### src/rtl/time_display_scan_if.sv
// Bus between the alarm-clock stage and the six-digit multiplexed display scanner.
interface time_display_scan_if;
  logic [23:0] num_in;
  logic        blink_hour;
  logic        blink_min;
  logic [5:0]  dig_sel;
  logic [6:0]  seg;
  logic        dp;
  logic        frame_start;

  modport master (
    output num_in, blink_hour, blink_min,
    input  dig_sel, seg, dp, frame_start
  );

  modport slave (
    input  num_in, blink_hour, blink_min,
    output dig_sel, seg, dp, frame_start
  );
endinterface

### src/rtl/time_display_scan.sv
// Six-digit hh.mm.ss scanner: snapshots the BCD time once per frame, multiplexes the
// digits with a per-digit dwell, and applies leading-zero and field-blink blanking.
module time_display_scan #(
  parameter int DWELL       = 2,
  parameter int BLINK_HALF  = 250,
  parameter bit LZ_SUPPRESS = 1'b1
) (
  input  logic                 clk,
  input  logic                 rst,
  time_display_scan_if.slave   bus
);

  localparam logic [7:0] DWELL_LAST = 8'(DWELL - 1);
  localparam logic [9:0] BLINK_LAST = 10'(BLINK_HALF - 1);

  logic        loaded_q,      loaded_d;
  logic [2:0]  idx_q,         idx_d;
  logic [7:0]  dwell_q,       dwell_d;
  logic [23:0] snap_q,        snap_d;
  logic [9:0]  blink_cnt_q,   blink_cnt_d;
  logic        phase_q,       phase_d;
  logic [5:0]  dig_sel_q,     dig_sel_d;
  logic [6:0]  seg_q,         seg_d;
  logic        dp_q,          dp_d;
  logic        frame_start_q, frame_start_d;

  logic [3:0]  nib;
  logic        blank;

  // Non-decimal or unknown nibbles (e.g. a floating seconds byte) fall through to blank.
  function automatic logic [6:0] bcd_to_seg(input logic [3:0] n);
    case (n)
      4'd0:    bcd_to_seg = 7'b0111111;
      4'd1:    bcd_to_seg = 7'b0000110;
      4'd2:    bcd_to_seg = 7'b1011011;
      4'd3:    bcd_to_seg = 7'b1001111;
      4'd4:    bcd_to_seg = 7'b1100110;
      4'd5:    bcd_to_seg = 7'b1101101;
      4'd6:    bcd_to_seg = 7'b1111101;
      4'd7:    bcd_to_seg = 7'b0000111;
      4'd8:    bcd_to_seg = 7'b1111111;
      4'd9:    bcd_to_seg = 7'b1101111;
      default: bcd_to_seg = 7'b0000000;
    endcase
  endfunction

  function automatic logic [3:0] pick_nibble(input logic [23:0] s, input logic [2:0] i);
    case (i)
      3'd0:    pick_nibble = s[23:20];
      3'd1:    pick_nibble = s[19:16];
      3'd2:    pick_nibble = s[15:12];
      3'd3:    pick_nibble = s[11:8];
      3'd4:    pick_nibble = s[7:4];
      3'd5:    pick_nibble = s[3:0];
      default: pick_nibble = 4'hF;
    endcase
  endfunction

  always_comb begin
    loaded_d      = 1'b1;
    idx_d         = idx_q;
    dwell_d       = dwell_q;
    snap_d        = snap_q;
    dig_sel_d     = 6'b111111;
    seg_d         = 7'b0000000;
    dp_d          = 1'b0;
    frame_start_d = 1'b0;
    blink_cnt_d   = blink_cnt_q + 10'd1;
    phase_d       = phase_q;

    nib   = pick_nibble(snap_q, idx_q);
    blank = (LZ_SUPPRESS && (idx_q == 3'd0) && (nib == 4'd0)) ||
            (!phase_q && ((bus.blink_hour && (idx_q <= 3'd1)) ||
                          (bus.blink_min  && ((idx_q == 3'd2) || (idx_q == 3'd3)))));

    // The first cycle out of reset only captures the time; scanning starts on the next.
    if (!loaded_q) begin
      snap_d = bus.num_in;
    end else begin
      dig_sel_d     = ~(6'b000001 << idx_q);
      seg_d         = blank ? 7'b0000000 : bcd_to_seg(nib);
      dp_d          = phase_q && ((idx_q == 3'd1) || (idx_q == 3'd3));
      frame_start_d = (idx_q == 3'd0) && (dwell_q == 8'd0);
      if (dwell_q == DWELL_LAST) begin
        dwell_d = 8'd0;
        if (idx_q == 3'd5) begin
          idx_d  = 3'd0;
          snap_d = bus.num_in;
        end else begin
          idx_d = idx_q + 3'd1;
        end
      end else begin
        dwell_d = dwell_q + 8'd1;
      end
    end

    if (blink_cnt_q == BLINK_LAST) begin
      blink_cnt_d = 10'd0;
      phase_d     = ~phase_q;
    end
  end

  always_ff @(posedge clk) begin
    if (rst) begin
      loaded_q      <= 1'b0;
      idx_q         <= 3'd0;
      dwell_q       <= 8'd0;
      snap_q        <= 24'd0;
      blink_cnt_q   <= 10'd0;
      phase_q       <= 1'b1;
      dig_sel_q     <= 6'b111111;
      seg_q         <= 7'b0000000;
      dp_q          <= 1'b0;
      frame_start_q <= 1'b0;
    end else begin
      loaded_q      <= loaded_d;
      idx_q         <= idx_d;
      dwell_q       <= dwell_d;
      snap_q        <= snap_d;
      blink_cnt_q   <= blink_cnt_d;
      phase_q       <= phase_d;
      dig_sel_q     <= dig_sel_d;
      seg_q         <= seg_d;
      dp_q          <= dp_d;
      frame_start_q <= frame_start_d;
    end
  end

  assign bus.dig_sel     = dig_sel_q;
  assign bus.seg         = seg_q;
  assign bus.dp          = dp_q;
  assign bus.frame_start = frame_start_q;

endmodule

### src/flat_wrapper.sv
// flat-port wrapper written by rule: the top's interface ports become plain ports
module time_display_scan_flat 
#(
  parameter int DWELL       = 2,
  parameter int BLINK_HALF  = 250,
  parameter bit LZ_SUPPRESS = 1'b1
)
  (clk, rst, bus_num_in, bus_blink_hour, bus_blink_min, bus_dig_sel, bus_seg, bus_dp, bus_frame_start);
  time_display_scan_if bus_i ();
  input  logic clk;
  input  logic rst;
  input wire logic [$bits(bus_i.num_in)-1:0] bus_num_in;
  input wire logic [$bits(bus_i.blink_hour)-1:0] bus_blink_hour;
  input wire logic [$bits(bus_i.blink_min)-1:0] bus_blink_min;
  output wire logic [$bits(bus_i.dig_sel)-1:0] bus_dig_sel;
  output wire logic [$bits(bus_i.seg)-1:0] bus_seg;
  output wire logic [$bits(bus_i.dp)-1:0] bus_dp;
  output wire logic [$bits(bus_i.frame_start)-1:0] bus_frame_start;
  assign bus_i.num_in = bus_num_in;
  assign bus_i.blink_hour = bus_blink_hour;
  assign bus_i.blink_min = bus_blink_min;
  assign bus_dig_sel = bus_i.dig_sel;
  assign bus_seg = bus_i.seg;
  assign bus_dp = bus_i.dp;
  assign bus_frame_start = bus_i.frame_start;
  time_display_scan #(.DWELL(DWELL), .BLINK_HALF(BLINK_HALF), .LZ_SUPPRESS(LZ_SUPPRESS)) u_core (.clk(clk), .rst(rst), .bus(bus_i));
endmodule
### config.mk
export PLATFORM = sky130hd
export DESIGN_NAME = time_display_scan_flat
export DESIGN_NICKNAME = d
export VERILOG_FILES = /design/src/rtl/time_display_scan_if.sv /design/src/rtl/time_display_scan.sv /design/src/flat_wrapper.sv
export SDC_FILE = /design/constraint.sdc
export NUM_CORES = 1
export LEC_CHECK = 0
export ABC_AREA = 1
export BUFFER_PORTS_ARGS = -buffer_cell sky130_fd_sc_hd__buf_2
export CAP_MARGIN = 20
export CELL_PAD_IN_SITES_DETAIL_PLACEMENT = 1
export CELL_PAD_IN_SITES_GLOBAL_PLACEMENT = 2
export CORE_MARGIN = 4
export CORE_UTILIZATION = 35
export CTS_CLUSTER_DIAMETER = 200
export DETAILED_ROUTE_END_ITERATION = 12
export PLACE_DENSITY = 0.84
export SYNTH_ARGS = -nofsm -noshare
export SYNTH_HDL_FRONTEND = slang
export SYNTH_SLANG_ARGS = --single-unit
### constraint.sdc
create_clock -name clk -period 3.8 [get_ports clk]
set_clock_uncertainty 0.15 [all_clocks]
set_input_delay 0.76 -clock clk [delete_from_list [all_inputs] [get_ports clk]]
set_output_delay 0.76 -clock clk [all_outputs]
set_load 0.05 [all_outputs]
## Word-level counts from Yosys, hierarchy flattened

Memory sizes are Yosys's and may differ from the RTL's. A register that Yosys moved wholly into a read port is not among the register bits.
Index checks and enable logic that the tools add are counted.

| operators by class | value |
|---|---|
| add/subtract/negate cells | 3 |
| $lt $le $gt $ge | 1 |
| eq/ne operators | 9 |
| shift-type cells | 1 |
| multiplexer cells | 7 |
| bitwise gates (word level) | 3 |
| reductions and logical operators | 19 |

Operator list:

| operator | number |
|---|---|
| 24-bit 2-to-1 mux | 3 |
| 4-bit case mux with 6 select lines | 1 |
| 10-bit by 1-bit adder with 10-bit output, second input constant | 1 |
| 10-bit by 8-bit equality test with 1-bit output, second input constant | 1 |
| 8-bit by 1-bit adder with 8-bit output, second input constant | 1 |
| 8-bit by 1-bit equality test with 1-bit output, second input constant | 1 |
| 8-bit logical NOT | 1 |
| 8-bit 2-to-1 mux | 1 |
| 3-bit by 2-bit equality test with 1-bit output, second input constant | 2 |
| 3-bit equality test, second input constant | 2 |
| 1-bit logical AND | 6 |
| 6-bit inverter | 1 |
| 1-bit by 3-bit << shifter with 6-bit output, first input constant | 1 |
| 4-bit logical NOT | 1 |
| 1-bit logical OR | 4 |
| 2-bit inequality test, second input constant | 2 |
| 2-bit AND reduction | 2 |
| 2-bit OR reduction | 2 |
| 3-bit by 1-bit adder with 3-bit output, second input constant | 1 |
| 3-bit by 1-bit equality test with 1-bit output, second input constant | 1 |
| 3-bit by 1-bit less-or-equal comparator with 1-bit output, second input constant | 1 |
| 3-bit logical NOT | 1 |
| 3-bit 2-to-1 mux | 1 |
| 3-bit OR reduction | 1 |
| other kinds (3) | 4 |

| word-level totals | value |
|---|---|
| bits in registers | 55 |
| ROM bits | 112 |
| input port bits | 28 |
| output and inout bits | 15 |
| word-level logic and storage cells | 53 |
| memories | 1 |

Memory list:

| memory | words | width | read ports | clocked after memory_dff | wr ports | line | text |
|---|---|---|---|---|---|---|---|
| (no name shown) | 16 | 7 | 1 | 1 | 0 | time_display_scan.sv:32 | `case (n)` |

## Longest topological paths before layout

Gate-level depths: netlist of the first run.

| depth | value |
|---|---|
| depth in word-level cells | 7 |
| gate-level depth with buffers | 17 |
| mapped depth without buffers | 16 |

## Least setup slack after synthesis of the first run

No wires, ideal clock.

| timing | value |
|---|---|
| path type | reg-to-reg |
| from | register u_core.idx_q[2] |
| to | register u_core.seg_q[0] (netlist: u_core.bus.seg[0]) |
| setup time | 0.070 ns |
| data arrival time | 2.022 ns |
| data required time | 3.580 ns |
| path slack | 1.559 ns |
| cell stages (with the launch flop) | 15 |
| path buffers | 1 |
| clock period less this slack | 2.241 ns |
| cells stage by stage | dfxtp_1 inv_2 buf_6 ha_1 nand2_1 nand2_1 inv_1 nand2_1 nor3_2 inv_1 ha_1 nand3b_1 nand2_1 nand2_1 a21oi_1 |

| on the way | value |
|---|---|
| longest elaborated chain between the ends | 7 |
| elaborated cells on any way between the ends | 17 |
| classes of those cells | order compare: 1; eq/ne: 5; mux: 1; reduce/logical: 10 |

RTL lines:

| item | line | text |
|---|---|---|
| start, declared | time_display_scan.sv:17 | `logic [2:0] idx_q, idx_d;` |
| start signal, assigned | time_display_scan.sv:117 | `idx_q <= idx_d;` |
| branches (longest 7 deep; another with 4-bit case mux with 6 select lines) | -- |  |
| end, declared | time_display_scan.sv:23 | `logic [6:0] seg_q, seg_d;` |

Several ways; the timed one is not identified.
A chain may end at the register's enable or synchronous reset.

## Final worst setup path of the first run

Ends and elaborated chain as after synthesis.

==> flow_summary_export.csv, run 1 <==
group,metric,value,unit
yosys,yosys-top-cells-count,"nand2_1, dfxtp_1, nand3_1",
die,core-area,7890,sq um
power_and_ir_drop,swShare,0.270,
die,fp-row-count,32,
grt,grt_max_degree,34,
placement,io_buffer_count,42,
clocking,htreeDepth,3,
grt,grt_use_met1,0.210,
grt,grt_pass1_wl,12.8,mm
worst_setup_path,path_class,"reg -> reg",
cells_and_area,multi_input_area,1410,sq um
grt,grt_usage,0.162,
yosys,synth_area_per_cell,7.50,sq um
power_and_ir_drop,p_int,1.11,mW
yosys,synth_cell_types,34,
power_and_ir_drop,seq_power_share,0.463,
die,die_w,98.9,microns
worst_setup_path,r2r_end,"u_core.bus.seg[0]",
yosys,synth_edf_count,0,
clocking,postCtsResizedCells,0,
clocking,cts_hold_buffers,0,
worst_setup_path,start_kind,"register",
power_and_ir_drop,switching_power,0.410,mW
worst_setup_path,path_max_fanout,15,
yosys,synth_nets,425,
yosys,async_flop_share,0,
grt,gr-total-overflow,0,
worst_hold_path,min_to,"u_core.dwell_q[7]",
power_and_ir_drop,combPwrFrac,0.121,
sta,maxSlewViolCount,0,
die,dieArea,9770,sq um
sta,fin_crit_sh,0.748,
power_and_ir_drop,clkPwrFrac,0.417,
die,die_height,98.9,microns
sta,hold_violations,0,
clocking,cts_root_buffer,"clkbuf_8",
yosys,synth_flop_cell,"dfxtp_1",
sta,clock.fmax,0.352,GHz
placement,hpwl,5.41,mm
yosys,yosysSeqAreaShare,0.430,
grt,top_usage_layer,"met2",
drt,routed_wl,7.39,mm
placement,placed_cells,514,
die,io_pins,43,
sta,finalSetupViolations,0,
cells_and_area,fillers,1013,
clocking,path_clk_slew,70,ps
worst_setup_path,worstPathArrival,2970,ps
cells_and_area,layout.nets,463,
worst_setup_path,end_kind,"register",
yosys,synth_top_cell_area_share,0.430,
job,max_cap_violations,0,
worst_hold_path,min_from,"u_core.dwell_q[7]",
sta,rsz0062_at_grt,"no",
sta,tns,0,ps
clocking,worstSkewPairLatency,340,ps
worst_setup_path,reg2reg_slack,960,ps
placement,place_congestion,0.852,
clocking,cts_tree,"built",
sta,worst_slew_pin_slew,658,ps
yosys,synth_cells,385,
grt,use_met3,0.0375,
drt,vias,2609,
worst_setup_path,crit_required,3930,ps
outcome,outcome,"finished clean",
worst_hold_path,hold_class,"reg -> reg",
cells_and_area,layout-drive-gt1-share,0.189,
drt,dr.pass1.iters,4,
die,initial_core_util,0.366,
yosys,post-synth-top-area-cell,"dfxtp_1",
clocking,clockBufferDepth,2,
yosys,netlist_area,2890,sq um
grt,grtUsageMet2,0.257,
drt,route.detailed.drc,0,
cells_and_area,seq_area,1240,sq um
clocking,cts_num_sinks,62,
grt,antenna_found_initial,0,
clocking,cts_buffers,9,
sta,finalCriticalPeriod,2840,ps
worst_setup_path,rr_worst_depth,13,
power_and_ir_drop,p_leak,1.59,nW
grt,grt_pass1_vias,2714,
power_and_ir_drop,powerDensity,454,nW/um^2
worst_setup_path,reg2reg_from,"u_core.idx_q[2]",
drt,routed_via_density,4.92,
power_and_ir_drop,total_power,1.52,mW
yosys,ys.warnings.count,0,
cells_and_area,fin_util,0.425,
cells_and_area,area_growth,16.1,%
yosys,ys_seq_elements,62,
cells_and_area,insertedDiodeCount,0,
drt,antenna_left,0,
power_and_ir_drop,peakVddDrop,0.000161,V
yosys,yosysMostFrequentCell,"nand2_1",
sta,hold_ws,313,ps
clocking,postCtsSetupRepairBufs,0,
sta,relSlewSlack,0.561,
yosys,netlist_top_cells_area,"dfxtp_1, nand2_1, nand3_1, a21oi_1, ha_1",
drt,wire_per_inst,13.9,microns
drt,drt_iter0_drc,72,
cells_and_area,fin_cells,530,
worst_hold_path,hold_path_depth,1,
## logic make-up after synthesis
family | synth area share
DFF | 0.430
xor gates and xnor gates | 0.00910
adders and majority gates | 0.0520
AOI/OAI and AO/OA | 0.0832
buffers and inverters | 0.0827
and+or+nand+nor | 0.343
## registers in the layout, indices dropped and copies added (netlist names)
signal	count
u_core.bus.frame_start	1
u_core.bus.seg	7
u_core.dwell_q	8
u_core.bus.dig_sel	6
u_core.snap_q	24
u_core.idx_q	3
u_core.loaded_q	1
u_core.bus.dp	1
u_core.phase_q	1
u_core.blink_cnt_q	10
## power by group through the flow
stage	sequential [mW]	combinational, mW	clock [mW]
floorplan	0.740	0.113	0
global placement	0.718	0.181	0
detailed placement	0.719	0.185	0
CTS	0.704	0.187	0.650
global route	0.708	0.208	0.680
finish	0.704	0.184	0.634
## layout by cell type (no fill, tap or decap), types with 4 or more instances in the layout
cell type,n
ha_1,12
buf_2,42
inv_1,31
o21ai_0,4
nand3_1,50
nor2_1,27
clkbuf_8,13
nand4_1,8
dfxtp_1,62
nand2_2,6
a21oi_1,37
inv_2,6
nand2_1,90
nor3b_1,4
nor3_1,10
## metal layers
layer | routed length, microns | vias up
li1 | - | 1343
met1 | 3590 | 1212
met2 | 3380 | 41
met3 | 274 | 13
met4 | 143 | 0
met5 | 0 | -
## cell type report
cell class / count / area share
multi-input combinational: 270 / 0.420
timing repair buffer: 43 / 0.0649
sequential: 62 / 0.370
clock buffer: 13 / 0.0534
tap: 102 / 0.0381
clock inverter: 3 / 0.0119
inverter: 37 / 0.0414
## stage by stage
stage | setup slack, ps | cell area [sq um]
after global routing | 649 | 3350
after CTS | 942 | 3350
after global placement | 1120 | 3130
final | 958 | 3350
after detailed placement | 987 | 3130
after floorplan | 1560 | 2890
## worst max-delay path, stage by stage (launching register included)
cell and delay [ps]:
dfxtp_1 670, inv_2 230, ha_1 310, nand2_1 80
nand2_1 50, inv_1 50, nand2_1 60, nor3_2 390
inv_1 140, ha_1 220, nand3b_1 170, nand2_1 80
nand2_1 50, a21oi_1 110
## how the worst max path moves through the flow
stage	slack (ps)	depth (start not counted)	startpoint	end
floorplan	1560	14	u_core.idx_q[2]	u_core.bus.seg[0]
global placement	1120	15	u_core.idx_q[2]	u_core.bus.seg[2]
detailed placement	990	13	u_core.idx_q[2]	u_core.bus.seg[0]
CTS	940	13	u_core.idx_q[2]	u_core.bus.seg[0]
global route	650	13	u_core.idx_q[2]	u_core.bus.seg[0]
finish	960	13	u_core.idx_q[2]	u_core.bus.seg[0]
No activity file was read; power rests on OpenSTA's default activity.
==> run 2, diff against run 1 <==
ABC_AREA = 0   (was 1)
CORE_UTILIZATION = 30   (was 35)
PLACE_DENSITY = 0.74   (was 0.84)
clock period = 2.5 ns   (was 3.8 ns; I/O delays follow)
==> run 2 against run 1 <==
  * Sequential power grew 51%
  * Via count fell by 11%
  * Worst setup slack worse by 910 ps
  * Design area up 2.1%
  * Area after synthesis down 5.7%
==> flow_summary_export.csv, run 2 <==
group,metric,value,unit
cells_and_area,top_register,"u_core.snap_q",
clocking,cts_hold_buffers,0,
die,die_w,103,microns
yosys,synth_top_family_by_area,"simple AND/OR/NAND/NOR gates",
clocking,worstSkewPairLatency,340,ps
worst_setup_path,slowest_stage,"or4_1",
cells_and_area,layout.nets,414,
worst_setup_path,reg2reg_slack,50,ps
grt,use_met3,0.0309,
drt,vias,2326,
grt,grt_use_met1,0.195,
worst_setup_path,path_cells,"and2_4 > ha_4 > nand2_2 > a32oi_1 > o221a_2 > inv_4 > ha_4 > nand4_1 > nand3_2 > or4_1 > o21ai_1",
placement,hpwl,5.23,mm
yosys,async_flop_share,0,
yosys,synth_cells,317,
grt,grt_max_degree,29,
sta,hold_violations,0,
worst_setup_path,path_class,"reg -> reg",
drt,routed_via_density,4.78,
cells_and_area,seq_area,1240,sq um
drt,drt_iter0_drc,70,
worst_setup_path,slowest_delay,540,ps
sta,maxSlewViolCount,0,
sta,relSlewSlack,0.586,
clocking,cts_num_sinks,62,
sta,clock.fmax,0.409,GHz
drt,route.detailed.drc,0,
cells_and_area,multi_input_area,1410,sq um
yosys,synth_area_per_cell,8.59,sq um
die,die_height,103,microns
grt,antenna_found_initial,0,
worst_hold_path,hold_class,"in -> reg",
drt,antenna_left,0,
worst_setup_path,path_max_fanout,4,
grt,top_usage_layer,"met2",
sta,rsz0062_at_grt,"yes",
worst_setup_path,critPathTopFamily,"simple AND/OR/NAND/NOR gates",
yosys,yosysMostFrequentCell,"nand2_1",
cells_and_area,reg_top3,"u_core.snap_q (24), u_core.blink_cnt_q (10), u_core.dwell_q (8)",
clocking,clockBufferDepth,2,
sta,worst_slew_pin_slew,621,ps
yosys,yosysSeqAreaShare,0.456,
die,dieArea,10700,sq um
grt,grt_pass1_wl,11.6,mm
die,fp-row-count,34,
cells_and_area,area_growth,25.7,%
yosys,synth_compound_area_frac,0.135,
placement,place_congestion,0.778,
grt,gr-total-overflow,0,
power_and_ir_drop,peakVddDrop,0.000260,V
yosys,synth_xor_area_frac,0.0547,
worst_setup_path,cpMostUsedCell,"ha_4",
cells_and_area,fillers,1050,
placement,placed_cells,468,
power_and_ir_drop,powerDensity,674,nW/um^2
yosys,synth_edf_count,0,
clocking,cts_buffers,9,
worst_setup_path,end_kind,"register",
cells_and_area,fin_cells,487,
yosys,synth_flop_cell,"dfxtp_1",
clocking,path_clk_slew,70,ps
yosys,synth_cell_types,44,
die,core-area,8760,sq um
yosys,synthSimpleGateAreaFrac,0.227,
worst_setup_path,crit_required,2610,ps
clocking,cts_root_buffer,"clkbuf_8",
outcome,outcome,"finished clean",
worst_hold_path,min_from,"bus_num_in[11]",
sta,finalCriticalPeriod,2450,ps
grt,grtUsageMet2,0.214,
die,initial_core_util,0.311,
power_and_ir_drop,p_leak,1.45,nW
cells_and_area,insertedDiodeCount,0,
worst_setup_path,critical_path_buf_inv_count,1,
cells_and_area,final_cell_mix,"nand2_1, dfxtp_1, buf_2",
job,max_cap_violations,0,
grt,grt_usage,0.143,
yosys,synth-adder-area-share,0.0551,
clocking,htreeDepth,3,
clocking,cts_tree,"built",
worst_setup_path,worstPathArrival,2560,ps
yosys,post-synth-top-area-cell,"dfxtp_1",
yosys,synth_top_cell_area_share,0.456,
yosys,netlist_area,2720,sq um
drt,wire_per_inst,14.6,microns
drt,routed_wl,7.13,mm
yosys,yosys-top-cells-count,"nand2_1, dfxtp_1, a21oi_1",
yosys,netlist_top_cells_area,"dfxtp_1, nand2_1, ha_1, a21oi_1, xor2_1",
placement,io_buffer_count,42,
die,io_pins,43,
sta,finalSetupViolations,0,
yosys,ys.warnings.count,0,
yosys,synth_nets,357,
cells_and_area,final_common_cell,"nand2_1",
yosys,muxShareOfSynthArea,0.0271,
worst_setup_path,reg2reg_from,"u_core.idx_q[1]",
worst_setup_path,start_kind,"register",
cells_and_area,fin_area,3420,sq um
yosys,ys_seq_elements,62,
cells_and_area,largest_reg_flops,24,
grt,grt_pass1_vias,2341,
drt,dr.pass1.iters,4,
worst_setup_path,cp-startpoint,"u_core.idx_q[1]",
cells_and_area,layout-drive-gt1-share,0.264,
placement,dpl_cell_area,3150,sq um
sta,fin_crit_sh,0.979,
==> run 2: cell count changes after synthesis, sizes merged, moves of 4 or more <==
cell / delta
nand2: -27
nor2: -8
nor3: -13
clkbuf: +4
buf: -5
mux2i: +4
nand3: -38
inv: -24
and3: +5
a21oi: -6
xor2: +12
==> run 2: per-stage QoR <==
stage	TNS (ps)	setup WS, ps	hold slack [ps]	total power [mW]	util
3_3_place_gp	0	208	291	1.40	0.360
3_5_place_dp	0	40.2	296	1.41	0.360
5_1_grt	-126	-116	245	2.43	0.391
4_1_cts	0	15.3	235	2.34	0.383
6_report	0	52.1	253	2.31	0.391
2_1_floorplan	-99.9	-32.1	278	1.30	-
==> run 2: timing repair <==
action / in CTS / in global routing
setup endpoints to repair: 0 / 6
gates resized for setup: 0 / 13
endpoints found under the hold margin: 0 / 0
setup buffers: 0 / 3
==> run 2: power by group <==
part	switching, mW	internal, mW
Clock	0.396	0.519
Combinational	0.202	0.128
Sequential	0.0283	1.03
==> run 2: per-layer routing <==
metal  part of all wire  vias to the layer above
met5                  0                        -
met1               0.50                     1088
li1                   -                     1187
met4              0.017                        0
met3              0.035                       10
met2               0.45                       41
==> run 2: path summary, 6_finish.rpt <==
path,endpoint,depth (start not counted)
worst min register to register,u_core.snap_q[0],2
worst max register to register,u_core.bus.seg[6],11
worst max-delay path,u_core.bus.seg[6],11
worst min-delay path,u_core.snap_q[11],3
==> run 2: cells by family after synthesis <==
| group | Yosys count |
|---|---|
| AOI/OAI and AO/OA | 56 |
| and+or+nand+nor | 135 |
| adders and majority gates | 12 |
| DFF | 62 |
| xor gates and xnor gates | 17 |
| buffers and inverters | 28 |
| muxes | 7 |
==> run 2: tightest hold or removal path: cells and delay by family <==
kind            cells  cell delay (ps)
simple gates        1               50
buf+inv             1               90
compound gates      1               50
==> run 2: final cells by class <==
class | count | share of cell area
multi-input cells | 227 | 0.413
flip-flops and latches | 62 | 0.363
repair buffers | 61 | 0.109
clock buffers | 12 | 0.0453
well taps | 108 | 0.0395
clock inverters | 4 | 0.0157
inverters | 13 | 0.0150
==> run 3, diff against run 2 <==
CORE_MARGIN = 2   (was 4)
==> run 3 against run 2 <==
  * Via count shrank 0.26%
  * Largest cell class unchanged
  * Worst setup slack improved by 37 ps
  * Clock-buffer cell count shrank 2
==> flow_summary_export.csv, run 3 (synthesized netlist as in run 2, its figures left out) <==
group,metric,value,unit
sta,worst_slew_pin_slew,617,ps
die,die_height,99.3,microns
grt,grt_usage,0.146,
outcome,outcome,"finished clean",
cells_and_area,largest_reg_flops,24,
power_and_ir_drop,p_leak,1.44,nW
cells_and_area,fin_cells,486,
cells_and_area,reg_top3,"u_core.snap_q (24), u_core.blink_cnt_q (10), u_core.dwell_q (8)",
grt,antenna_found_initial,0,
worst_setup_path,worstPathArrival,2550,ps
drt,route.detailed.drc,0,
cells_and_area,area_growth,24.9,%
drt,dr.pass1.iters,4,
sta,setup_slack,89.2,ps
worst_setup_path,end_kind,"register",
cells_and_area,top_register,"u_core.snap_q",
cells_and_area,layout-drive-gt1-share,0.262,
clocking,cts_num_sinks,62,
placement,pre_cts_slack,115,ps
drt,antenna_left,0,
drt,drt_iter0_drc,53,
cells_and_area,fin_area,3400,sq um
die,die_w,99.3,microns
drt,vias,2320,
cells_and_area,insertedDiodeCount,0,
sta,relSlewSlack,0.588,
sta,rsz0062_at_grt,"yes",
drt,routed_wl,6.91,mm
sta,maxSlewViolCount,0,
cells_and_area,final_common_cell,"nand2_1",
grt,grt_max_degree,29,
sta,tns,0,ps
placement,io_buffer_count,42,
die,fp-row-count,34,
grt,gr-total-overflow,0,
clocking,cts_hold_buffers,0,
placement,placed_cells,466,
sta,clock.fmax,0.415,GHz
power_and_ir_drop,total_power,2.28,mW
clocking,worstSkewPairLatency,350,ps
clocking,cts_tree,"built",
worst_hold_path,hold_class,"in -> reg",
die,io_pins,43,
sta,hold_violations,0,
clocking,cts_buffers,9,
power_and_ir_drop,peakVddDrop,0.000178,V
worst_setup_path,cpMostUsedCell,"ha_4",
placement,place_congestion,0.741,
worst_setup_path,slowest_stage,"or4_1",
die,initial_core_util,0.311,
grt,grt_pass1_vias,2270,
die,dieArea,9860,sq um
worst_setup_path,path_cells,"and2_4 > ha_4 > nand2_2 > a32oi_1 > o221a_2 > inv_4 > ha_4 > nand4_1 > nand3_2 > or4_1 > o21ai_1",
cells_and_area,final_cell_mix,"nand2_1, dfxtp_1, buf_2",
placement,dpl_cell_area,3140,sq um
worst_setup_path,path_max_fanout,3,
worst_setup_path,path_class,"reg -> reg",
drt,wire_per_inst,14.2,microns
clocking,path_clk_slew,80,ps
cells_and_area,fillers,1046,
job,max_cap_violations,0,
clocking,cts_root_buffer,"clkbuf_8",
sta,finalSetupViolations,0,
clocking,htreeDepth,3,
sta,finalCriticalPeriod,2410,ps
power_and_ir_drop,powerDensity,672,nW/um^2
sta,fin_crit_sh,0.964,
drt,routed_via_density,4.77,
worst_setup_path,crit_required,2640,ps
clocking,clockBufferDepth,2,
grt,grt_pass1_wl,11.2,mm
worst_setup_path,start_kind,"register",
die,core-area,8760,sq um
worst_setup_path,slowest_delay,550,ps
placement,hpwl,5.04,mm
cells_and_area,layout.nets,413,
run 3: through the flow:
step	utilization	hold WS (ps)
6_report	0.388	241
5_1_grt	0.388	231
4_1_cts	0.381	226
3_5_place_dp	0.358	299
3_3_place_gp	0.358	294
2_1_floorplan	-	278
run 3: repair_timing:
item	in CTS	in global routing
endpoints found under the setup margin	0	2
setup buffers	0	4
gates resized for setup	0	12
run 3: worst paths after layout:
kind	cells after the start	slack (ps)	from	to
setup / recovery	11	90	u_core.idx_q[1]	u_core.bus.seg[6]
hold / removal	3	240	bus_num_in[9]	u_core.snap_q[9]
setup reg to reg	11	90	u_core.idx_q[1]	u_core.bus.seg[6]
hold reg to reg	2	300	u_core.snap_q[12]	u_core.snap_q[12]
run 3: routing by layer:
layer  GRT usage  vias to the layer above  wire, microns
met5           0                        -              0
met4      0.0632                        0            111
met3      0.0337                       10            279
met2       0.216                       49           3050
met1       0.204                     1069           3470
li1            -                     1192              -
run 3: critical path: cells and delay by family (launching register included):
| family | cells | cell delay (ps) |
|---|---|---|
| buffers and inverters | 1 | 50 |
| and+or+nand+nor | 5 | 990 |
| DFF | 1 | 330 |
| adders and majority gates | 2 | 290 |
| AOI/OAI and AO/OA | 3 | 560 |
run 3: power breakdown:
| part | internal [mW] | switching [mW] | total [mW] |
|---|---|---|---|
| combinational | 0.126 | 0.196 | 0.323 |
| sequential | 1.03 | 0.0301 | 1.06 |
| clock | 0.483 | 0.414 | 0.898 |
| total | 1.64 | 0.641 | 2.28 |
run 3: area by class of cell:
| cell class | count | area, sq um | area share |
|---|---|---|---|
| multi-input combinational | 227 | 1410 | 0.414 |
| sequential | 62 | 1240 | 0.366 |
| timing repair buffer | 60 | 365 | 0.107 |
| clock buffer | 10 | 138 | 0.0405 |
| tap | 108 | 135 | 0.0397 |
| clock inverter | 6 | 61.3 | 0.0180 |
| inverter | 13 | 51.3 | 0.0151 |
